$ cat src/rtl/uart_fifo_core.sv
// uart_fifo_core: full-duplex UART with TX/RX FIFOs and sticky overrun/framing/parity flags.
// Define UART_PARITY_EN to add an even-parity bit to every frame in both directions.
module uart_fifo_core #(
   parameter int CLK_FREQ   = 100_000_000,
   parameter int BAUD       = 9600,
   parameter int DATA_BITS  = 8,
   parameter int STOP_BITS  = 1,
   parameter int FIFO_DEPTH = 4
) (
   input  logic                 clk,
   input  logic                 rst,
   input  logic [DATA_BITS-1:0] tx_data,
   input  logic                 tx_wr,
   output logic                 tx_full,
   output logic                 tx_empty,
   output logic                 tx_busy,
   output logic                 TX,
   output logic [DATA_BITS-1:0] rx_data,
   input  logic                 rx_rd,
   output logic                 rx_valid,
   input  logic                 RX,
   input  logic                 rx_err_clr,
   output logic                 rx_overrun,
   output logic                 rx_frame_err,
   output logic                 rx_parity_err
);
   localparam int CPB  = CLK_FREQ / BAUD;
   localparam int HALF = CPB / 2;
   localparam int CW   = $clog2(CPB + 1);
   localparam int AW   = $clog2(FIFO_DEPTH);
   localparam int BW   = $clog2(DATA_BITS + 1);
`ifdef UART_PARITY_EN
   localparam logic PAR_EN = 1'b1;
`else
   localparam logic PAR_EN = 1'b0;
`endif
   localparam logic [2:0] S_IDLE  = 3'd0;
   localparam logic [2:0] S_START = 3'd1;
   localparam logic [2:0] S_DATA  = 3'd2;
   localparam logic [2:0] S_PAR   = 3'd3;
   localparam logic [2:0] S_STOP  = 3'd4;

   logic [DATA_BITS-1:0] tx_mem [FIFO_DEPTH];
   logic [AW-1:0]        tx_wp, tx_rp;
   logic [AW:0]          tx_cnt;
   logic                 tx_push, tx_pop;
   logic [2:0]           tx_st;
   logic [CW-1:0]        tx_tmr;
   logic [BW-1:0]        tx_idx;
   logic [DATA_BITS-1:0] tx_sh;
   logic                 tx_par, tx_tick, tx_end;

   assign tx_full  = tx_cnt == (AW+1)'(FIFO_DEPTH);
   assign tx_empty = tx_cnt == '0;
   assign tx_push  = tx_wr && !tx_full;
   assign tx_tick  = tx_tmr == '0;
   assign tx_end   = tx_st == S_STOP && tx_tick && tx_idx == BW'(STOP_BITS - 1);
   // Popping at the end of STOP chains the next frame with no idle gap.
   assign tx_pop   = (tx_st == S_IDLE || tx_end) && !tx_empty;
   assign tx_busy  = tx_st != S_IDLE;
   assign TX = tx_st == S_START ? 1'b0 :
               tx_st == S_DATA  ? tx_sh[0] :
               tx_st == S_PAR   ? tx_par : 1'b1;

   always_ff @(posedge clk) begin
      if (rst) begin
         tx_wp  <= '0;
         tx_rp  <= '0;
         tx_cnt <= '0;
      end else begin
         if (tx_push) begin
            tx_mem[tx_wp] <= tx_data;
            tx_wp         <= tx_wp + 1'b1;
         end
         if (tx_pop) tx_rp <= tx_rp + 1'b1;
         tx_cnt <= tx_cnt + (AW+1)'(tx_push) - (AW+1)'(tx_pop);
      end
   end

   always_ff @(posedge clk) begin
      if (rst) begin
         tx_st  <= S_IDLE;
         tx_tmr <= '0;
         tx_idx <= '0;
         tx_sh  <= '0;
         tx_par <= 1'b0;
      end else if (tx_pop) begin
         tx_st  <= S_START;
         tx_tmr <= CW'(CPB - 1);
         tx_idx <= '0;
         tx_sh  <= tx_mem[tx_rp];
         tx_par <= ^tx_mem[tx_rp];
      end else if (tx_end) begin
         tx_st <= S_IDLE;
      end else if (tx_st != S_IDLE) begin
         if (!tx_tick) begin
            tx_tmr <= tx_tmr - 1'b1;
         end else begin
            tx_tmr <= CW'(CPB - 1);
            tx_idx <= tx_idx + 1'b1;
            if (tx_st == S_START) begin
               tx_st  <= S_DATA;
               tx_idx <= '0;
            end else if (tx_st == S_DATA) begin
               tx_sh <= tx_sh >> 1;
               if (tx_idx == BW'(DATA_BITS - 1)) begin
                  tx_st  <= PAR_EN ? S_PAR : S_STOP;
                  tx_idx <= '0;
               end
            end else if (tx_st == S_PAR) begin
               tx_st  <= S_STOP;
               tx_idx <= '0;
            end
         end
      end
   end

   logic                 rx_s1, rx_s2, rx_s3;
   logic [2:0]           rx_st;
   logic [CW-1:0]        rx_tmr;
   logic [BW-1:0]        rx_idx;
   logic [DATA_BITS-1:0] rx_sh;
   logic [DATA_BITS-1:0] rx_mem [FIFO_DEPTH];
   logic [AW-1:0]        rx_wp, rx_rp;
   logic [AW:0]          rx_cnt;
   logic                 rx_tick, rx_stop, rx_full, rx_push, rx_pop;

   assign rx_tick  = rx_tmr == '0;
   assign rx_stop  = rx_st == S_STOP && rx_tick;
   assign rx_full  = rx_cnt == (AW+1)'(FIFO_DEPTH);
   assign rx_valid = rx_cnt != '0;
   assign rx_pop   = rx_rd && rx_valid;
   // A simultaneous pop frees the slot, so a full FIFO still accepts the frame.
   assign rx_push  = rx_stop && rx_s2 && (!rx_full || rx_pop);
   assign rx_data  = rx_valid ? rx_mem[rx_rp] : '0;

   always_ff @(posedge clk) begin
      if (rst) begin
         rx_s1 <= 1'b1;
         rx_s2 <= 1'b1;
         rx_s3 <= 1'b1;
      end else begin
         rx_s1 <= RX;
         rx_s2 <= rx_s1;
         rx_s3 <= rx_s2;
      end
   end

   always_ff @(posedge clk) begin
      if (rst) begin
         rx_st  <= S_IDLE;
         rx_tmr <= '0;
         rx_idx <= '0;
         rx_sh  <= '0;
      end else if (rx_st == S_IDLE) begin
         if (rx_s3 && !rx_s2) begin
            rx_st  <= S_START;
            rx_tmr <= CW'(HALF - 1);
         end
      end else if (!rx_tick) begin
         rx_tmr <= rx_tmr - 1'b1;
      end else begin
         rx_tmr <= CW'(CPB - 1);
         rx_idx <= rx_idx + 1'b1;
         if (rx_st == S_START) begin
            rx_st  <= rx_s2 ? S_IDLE : S_DATA;
            rx_idx <= '0;
         end else if (rx_st == S_DATA) begin
            rx_sh <= {rx_s2, rx_sh[DATA_BITS-1:1]};
            if (rx_idx == BW'(DATA_BITS - 1)) rx_st <= PAR_EN ? S_PAR : S_STOP;
         end else if (rx_st == S_PAR) begin
            rx_st <= S_STOP;
         end else begin
            rx_st <= S_IDLE;
         end
      end
   end

   always_ff @(posedge clk) begin
      if (rst) begin
         rx_wp  <= '0;
         rx_rp  <= '0;
         rx_cnt <= '0;
      end else begin
         if (rx_push) begin
            rx_mem[rx_wp] <= rx_sh;
            rx_wp         <= rx_wp + 1'b1;
         end
         if (rx_pop) rx_rp <= rx_rp + 1'b1;
         rx_cnt <= rx_cnt + (AW+1)'(rx_push) - (AW+1)'(rx_pop);
      end
   end

   always_ff @(posedge clk) begin
      if (rst) begin
         rx_overrun   <= 1'b0;
         rx_frame_err <= 1'b0;
      end else begin
         rx_overrun   <= (rx_stop && rx_s2 && rx_full && !rx_pop) || (rx_overrun && !rx_err_clr);
         rx_frame_err <= (rx_stop && !rx_s2) || (rx_frame_err && !rx_err_clr);
      end
   end

`ifdef UART_PARITY_EN
   always_ff @(posedge clk) begin
      if (rst) rx_parity_err <= 1'b0;
      else rx_parity_err <= (rx_st == S_PAR && rx_tick && rx_s2 != ^rx_sh) || (rx_parity_err && !rx_err_clr);
   end
`else
   assign rx_parity_err = 1'b0;
`endif
endmodule

$ cat config.mk
export PLATFORM = sky130hd
export DESIGN_NAME = uart_fifo_core
export DESIGN_NICKNAME = d
export VERILOG_FILES = /design/src/rtl/uart_fifo_core.sv
export SDC_FILE = /design/constraint.sdc
export NUM_CORES = 1
export LEC_CHECK = 0
export CAP_MARGIN = 20
export CORE_UTILIZATION = 55
export DETAILED_ROUTE_END_ITERATION = 16
export GPL_TIMING_DRIVEN = 0
export PLACE_DENSITY = 0.74
export SYNTH_ARGS = -nofsm -noshare
export SYNTH_HDL_FRONTEND = slang
export SYNTH_SLANG_ARGS = --single-unit
$ cat constraint.sdc
create_clock -name clk -period 5.54 [get_ports clk]
set_input_delay 0.831 -clock clk [delete_from_list [all_inputs] [get_ports clk]]
set_output_delay 0.831 -clock clk [all_outputs]
set_load 0.02 [all_outputs]
==> impl_metrics.env <==
export IMPL_status="complete, no violations"
export IMPL_grt_antenna_before_repair=0
export IMPL_timing_critical_path_required_ps=4710
export IMPL_combinationalPowerShare_pct=30.8
export IMPL_timing_final_hold_violations=0
export IMPL_kind_of_capture_point_of_the_worst_setup_path="primary output"
export IMPL_cts_max_path_buffers=2
export IMPL_synth_cell_area_sq_mm=0.00642
export IMPL_die_area_sq_mm=0.0121
export IMPL_syn_inst=570
export IMPL_core_area_sq_mm=0.0114
export IMPL_areaGrowthSynthToFinish_pct=15.6
export IMPL_cts_setup_buffers=0
export IMPL_routabilityCongestion=0.837
export IMPL_dp_hpwl_um=8420
export IMPL_grt_overflow_total=0
export IMPL_edff_count_synth=64
export IMPL_r2r_end="rx_cnt[2]"
export IMPL_seq_area_frac_synth_pct=55.5
export IMPL_clock_group_share_of_total_power_pct=30.4
export IMPL_clock_tree_root_cell="sky130_fd_sc_hd__clkbuf_16"
export IMPL_finish_net_count=651
export IMPL_type_of_the_worst_setup_path="reg -> out"
export IMPL_die_x_um=110
export IMPL_power_share_sequential_pct=38.8
export IMPL_diodes=0
export IMPL_portbufs=27
export IMPL_avgSynthCellArea_sq_um=11.3
export IMPL_synth_distinct_cells=60
export IMPL_htree_levels=4
export IMPL_peakVddDrop_v=0.000296
export IMPL_ant_nets=0
export IMPL_number_of_top_level_pins=30
export IMPL_fin_tns_setup_ps=0
export IMPL_clk_insertion_delay_late_ps=420
export IMPL_core_rowCount=39
export IMPL_vias=4479
export IMPL_synth_warnings=0
export IMPL_cts_made_buffers=17
export IMPL_post_route_period_util_pct=61.7
export IMPL_swShare_pct=32.4
export IMPL_detailedRoute_firstPassIterationCount=5
export IMPL_cts_sinks=146
export IMPL_die_y_um=110
export IMPL_cts_clk_slew_worst_paths_ps=60
export IMPL_post_synth_main_area_contributors="sky130_fd_sc_hd__edfxtp_1 30%, sky130_fd_sc_hd__dfxtp_1 26%, sky130_fd_sc_hd__mux4_2 5.6%"
export IMPL_grt_first_pass_wirelength_um=20500
export IMPL_vias_per_cell=5.80
export IMPL_timing_hold_worst_class="reg -> reg"
export IMPL_setup_viol=0
export IMPL_leak_pwr_nw=2.62
export IMPL_worst_hold_path_endpoint="rx_s2"
export IMPL_max_cap_violations=0
export IMPL_cts_resized=0
export IMPL_synth_async_sr_flop_share_pct=0
export IMPL_r2r_start="rx_tmr[9]"
export IMPL_syn_num_nets=605
export IMPL_timing_clock_skew_ps=9.96
export IMPL_worst_reg2reg_path_depth=12
export IMPL_grt_setup_unrepaired="false"
export IMPL_timing_critical_path_arrival_ps=2590
export IMPL_path_max_fanout=8
export IMPL_leading_register_cell_type_out_of_synthesis="sky130_fd_sc_hd__dfxtp_1"
export IMPL_power_density_cell_area_mw_per_mm2=473
export IMPL_totalPowerFinal_mw=3.51
export IMPL_largest_net_degree_at_the_start_of_global_routing=17
export IMPL_detail_route_iter0_violations=246
export IMPL_internal_power_mw=2.37
export IMPL_netlist_area_leader_share_pct=29.9
export IMPL_first_global_vias=4224
export IMPL_tot_gr_track_use_pct=22.9
export IMPL_drive_above_1_share_pct=10.5
export IMPL_fillCellCount=888
export IMPL_average_routed_wire_per_standard_cell_um=16.2
export IMPL_timing_worst_slew_pin_value_ps=757
export IMPL_worstHoldPathCells=1
export IMPL_synthDominantAreaCellType="sky130_fd_sc_hd__edfxtp_1"
export IMPL_drc=0
export IMPL_multiInputGateArea_sq_mm=0.00266
export IMPL_cts_tree="done"
export IMPL_synth_seq_cells=146
export IMPL_post_detailed_routing_wire_length_um=12500
export IMPL_report_final_slew_viol_count=0
export IMPL_p_sw_mw=1.14
export IMPL_clock_fmax_mhz=292
export IMPL_timing_slew_headroom_pct=49.6
export IMPL_hold_start="rx_s1"
export IMPL_seqCellArea_sq_mm=0.00356
export IMPL_cts_hold_buffers=0
export IMPL_timing_critical_path_from_type="flip-flop"
export IMPL_initial_cell_density_of_the_core_pct=56.2
export IMPL_worst_r2r_setup_slack_ps=2400
export IMPL_period_minus_slack_ps=3420
metrics by stage:
stage	instance area, sq um	hold slack (ps)	std cells	setup WS (ps)	utilization, %
5_1_grt	7430	425	772	1950	65.0
4_1_cts	7430	410	772	2070	65.0
3_5_place_dp	6870	396	740	2150	60.2
6_report	7430	410	772	2120	65.0
2_1_floorplan	6420	389	570	2710	-
3_3_place_gp	6870	401	740	2240	60.2
Yosys cell counts (2+ instances only):
cell	count
sky130_fd_sc_hd__xor2_1	4
sky130_fd_sc_hd__nor3b_1	4
sky130_fd_sc_hd__or4_1	3
sky130_fd_sc_hd__buf_4	4
sky130_fd_sc_hd__buf_1	2
sky130_fd_sc_hd__xnor2_1	19
sky130_fd_sc_hd__nand3b_1	3
sky130_fd_sc_hd__a21o_1	2
sky130_fd_sc_hd__clkbuf_1	19
sky130_fd_sc_hd__nand3_1	12
sky130_fd_sc_hd__nand2b_1	6
sky130_fd_sc_hd__nor4_2	2
sky130_fd_sc_hd__mux4_2	16
sky130_fd_sc_hd__nand2_1	39
sky130_fd_sc_hd__dfxtp_1	82
sky130_fd_sc_hd__nor4_1	3
sky130_fd_sc_hd__edfxtp_1	64
sky130_fd_sc_hd__a21oi_1	41
sky130_fd_sc_hd__a31oi_1	3
sky130_fd_sc_hd__nor4b_1	3
sky130_fd_sc_hd__nor2b_1	9
sky130_fd_sc_hd__a22oi_1	3
sky130_fd_sc_hd__fa_1	2
sky130_fd_sc_hd__or3_1	12
sky130_fd_sc_hd__mux2i_1	9
sky130_fd_sc_hd__and4_1	2
sky130_fd_sc_hd__ha_1	19
sky130_fd_sc_hd__nand4b_1	2
sky130_fd_sc_hd__nor2_1	57
sky130_fd_sc_hd__and2_1	17
sky130_fd_sc_hd__o21ai_1	7
sky130_fd_sc_hd__or2_2	3
sky130_fd_sc_hd__a311oi_1	8
sky130_fd_sc_hd__a211oi_1	13
sky130_fd_sc_hd__buf_2	2
sky130_fd_sc_hd__nor3_1	19
sky130_fd_sc_hd__o21ai_0	13
sky130_fd_sc_hd__inv_1	20
state kept, by name, summed over array words and instances, names as in the netlist, named ones only:
name	flops
rx_mem	32
tx_mem	32
rx_tmr	14
tx_tmr	14
rx_sh	8
tx_sh	8
rx_idx	4
tx_idx	4
rx_cnt	3
rx_st	3
tx_cnt	3
tx_st	3
rx_rp	2
rx_wp	2
tx_rp	2
tx_wp	2
rx_frame_err	1
rx_overrun	1
rx_s1	1
rx_s2	1
rx_s3	1
tx_par	1
worst max-delay path: stages (launching register included):
cell                              delay (ps)
sky130_fd_sc_hd__dfxtp_1                 310
sky130_fd_sc_hd__clkbuf_1                570
sky130_fd_sc_hd__mux4_2                  580
sky130_fd_sc_hd__and2_1                  170
sky130_fd_sc_hd__clkdlybuf4s50_1         530
placed cells by master (no fill, tap or decap), types with 3 or more instances in the layout:
| cell | n |
|---|---|
| sky130_fd_sc_hd__o21ai_1 | 7 |
| sky130_fd_sc_hd__or2_2 | 3 |
| sky130_fd_sc_hd__nor3b_1 | 4 |
| sky130_fd_sc_hd__clkinv_1 | 3 |
| sky130_fd_sc_hd__inv_6 | 3 |
| sky130_fd_sc_hd__mux4_2 | 16 |
| sky130_fd_sc_hd__nor2_1 | 57 |
| sky130_fd_sc_hd__clkdlybuf4s50_1 | 27 |
| sky130_fd_sc_hd__inv_1 | 20 |
| sky130_fd_sc_hd__nor4_1 | 3 |
| sky130_fd_sc_hd__nor4b_1 | 3 |
| sky130_fd_sc_hd__clkinvlp_4 | 4 |
| sky130_fd_sc_hd__nand2_1 | 39 |
| sky130_fd_sc_hd__a211oi_1 | 13 |
| sky130_fd_sc_hd__o21ai_0 | 13 |
| sky130_fd_sc_hd__a21oi_1 | 41 |
| sky130_fd_sc_hd__ha_1 | 19 |
| sky130_fd_sc_hd__clkbuf_1 | 20 |
| sky130_fd_sc_hd__nor3_1 | 19 |
| sky130_fd_sc_hd__mux2i_1 | 9 |
| sky130_fd_sc_hd__or3_1 | 12 |
| sky130_fd_sc_hd__a22oi_1 | 3 |
| sky130_fd_sc_hd__nand3b_1 | 3 |
| sky130_fd_sc_hd__a31oi_1 | 3 |
| sky130_fd_sc_hd__dfxtp_1 | 82 |
| sky130_fd_sc_hd__nor2b_1 | 9 |
| sky130_fd_sc_hd__and2_1 | 17 |
| sky130_fd_sc_hd__clkbuf_16 | 17 |
| sky130_fd_sc_hd__buf_4 | 4 |
| sky130_fd_sc_hd__nand2b_1 | 6 |
| sky130_fd_sc_hd__a311oi_1 | 8 |
| sky130_fd_sc_hd__xor2_1 | 4 |
| sky130_fd_sc_hd__nand3_1 | 12 |
| sky130_fd_sc_hd__edfxtp_1 | 64 |
| sky130_fd_sc_hd__xnor2_1 | 19 |
| sky130_fd_sc_hd__or4_1 | 3 |
per-layer routing:
metal	up-vias	share of wire [%]	wire length (um)	track usage, %
met2	117	50	6230	37.1
li1	2160	-	-	-
met3	14	4.9	615	6.53
met1	2188	44	5450	29.2
met4	0	1.5	182	8.76
met5	-	0	0	0
power groups by stage:
stage               Sequential, mW  Combinational (mW)  Clock (mW)
floorplan                     1.35               0.802           0
global placement              1.37                1.05           0
detailed placement            1.38                1.08           0
CTS                           1.36                1.09        1.09
global route                  1.38                1.21        1.14
finish                        1.36                1.08        1.07
worst max path at each step:
stage                       to  slack, ps      start  cells past startpoint
floorplan            rx_cnt[2]       2710  rx_tmr[9]                     12
global placement     rx_cnt[2]       2240      rx_rd                     10
detailed placement   rx_cnt[2]       2150      rx_rd                     10
CTS                 rx_data[5]       2070  flip-flop                      4
global route        rx_data[3]       1950  flip-flop                      4
finish              rx_data[5]       2120  flip-flop                      4
kinds of logic (layout without fill, tap and decap cells):
kind of cell | Yosys count | count (layout) | share of synthesized area, %
buf+inv | 48 | 107 | 3.08
mux | 25 | 25 | 7.01
other cells | 1 | 1 | 0.0584
xor+xnor | 23 | 23 | 3.14
simple gates | 208 | 208 | 17.5
compound gates | 98 | 98 | 9.43
flops | 146 | 146 | 55.5
fa+ha+maj | 21 | 21 | 4.33
layout make-up:
class	instances	area share [%]
inverters	21	1.06
well taps	143	2.41
clock buffers	19	5.96
flip-flops and latches	146	48.0
clock inverters	13	1.50
plain buffers	27	1.60
repair buffers	27	3.64
multi-input cells	376	35.8
Power figures use the tool's default switching activity.
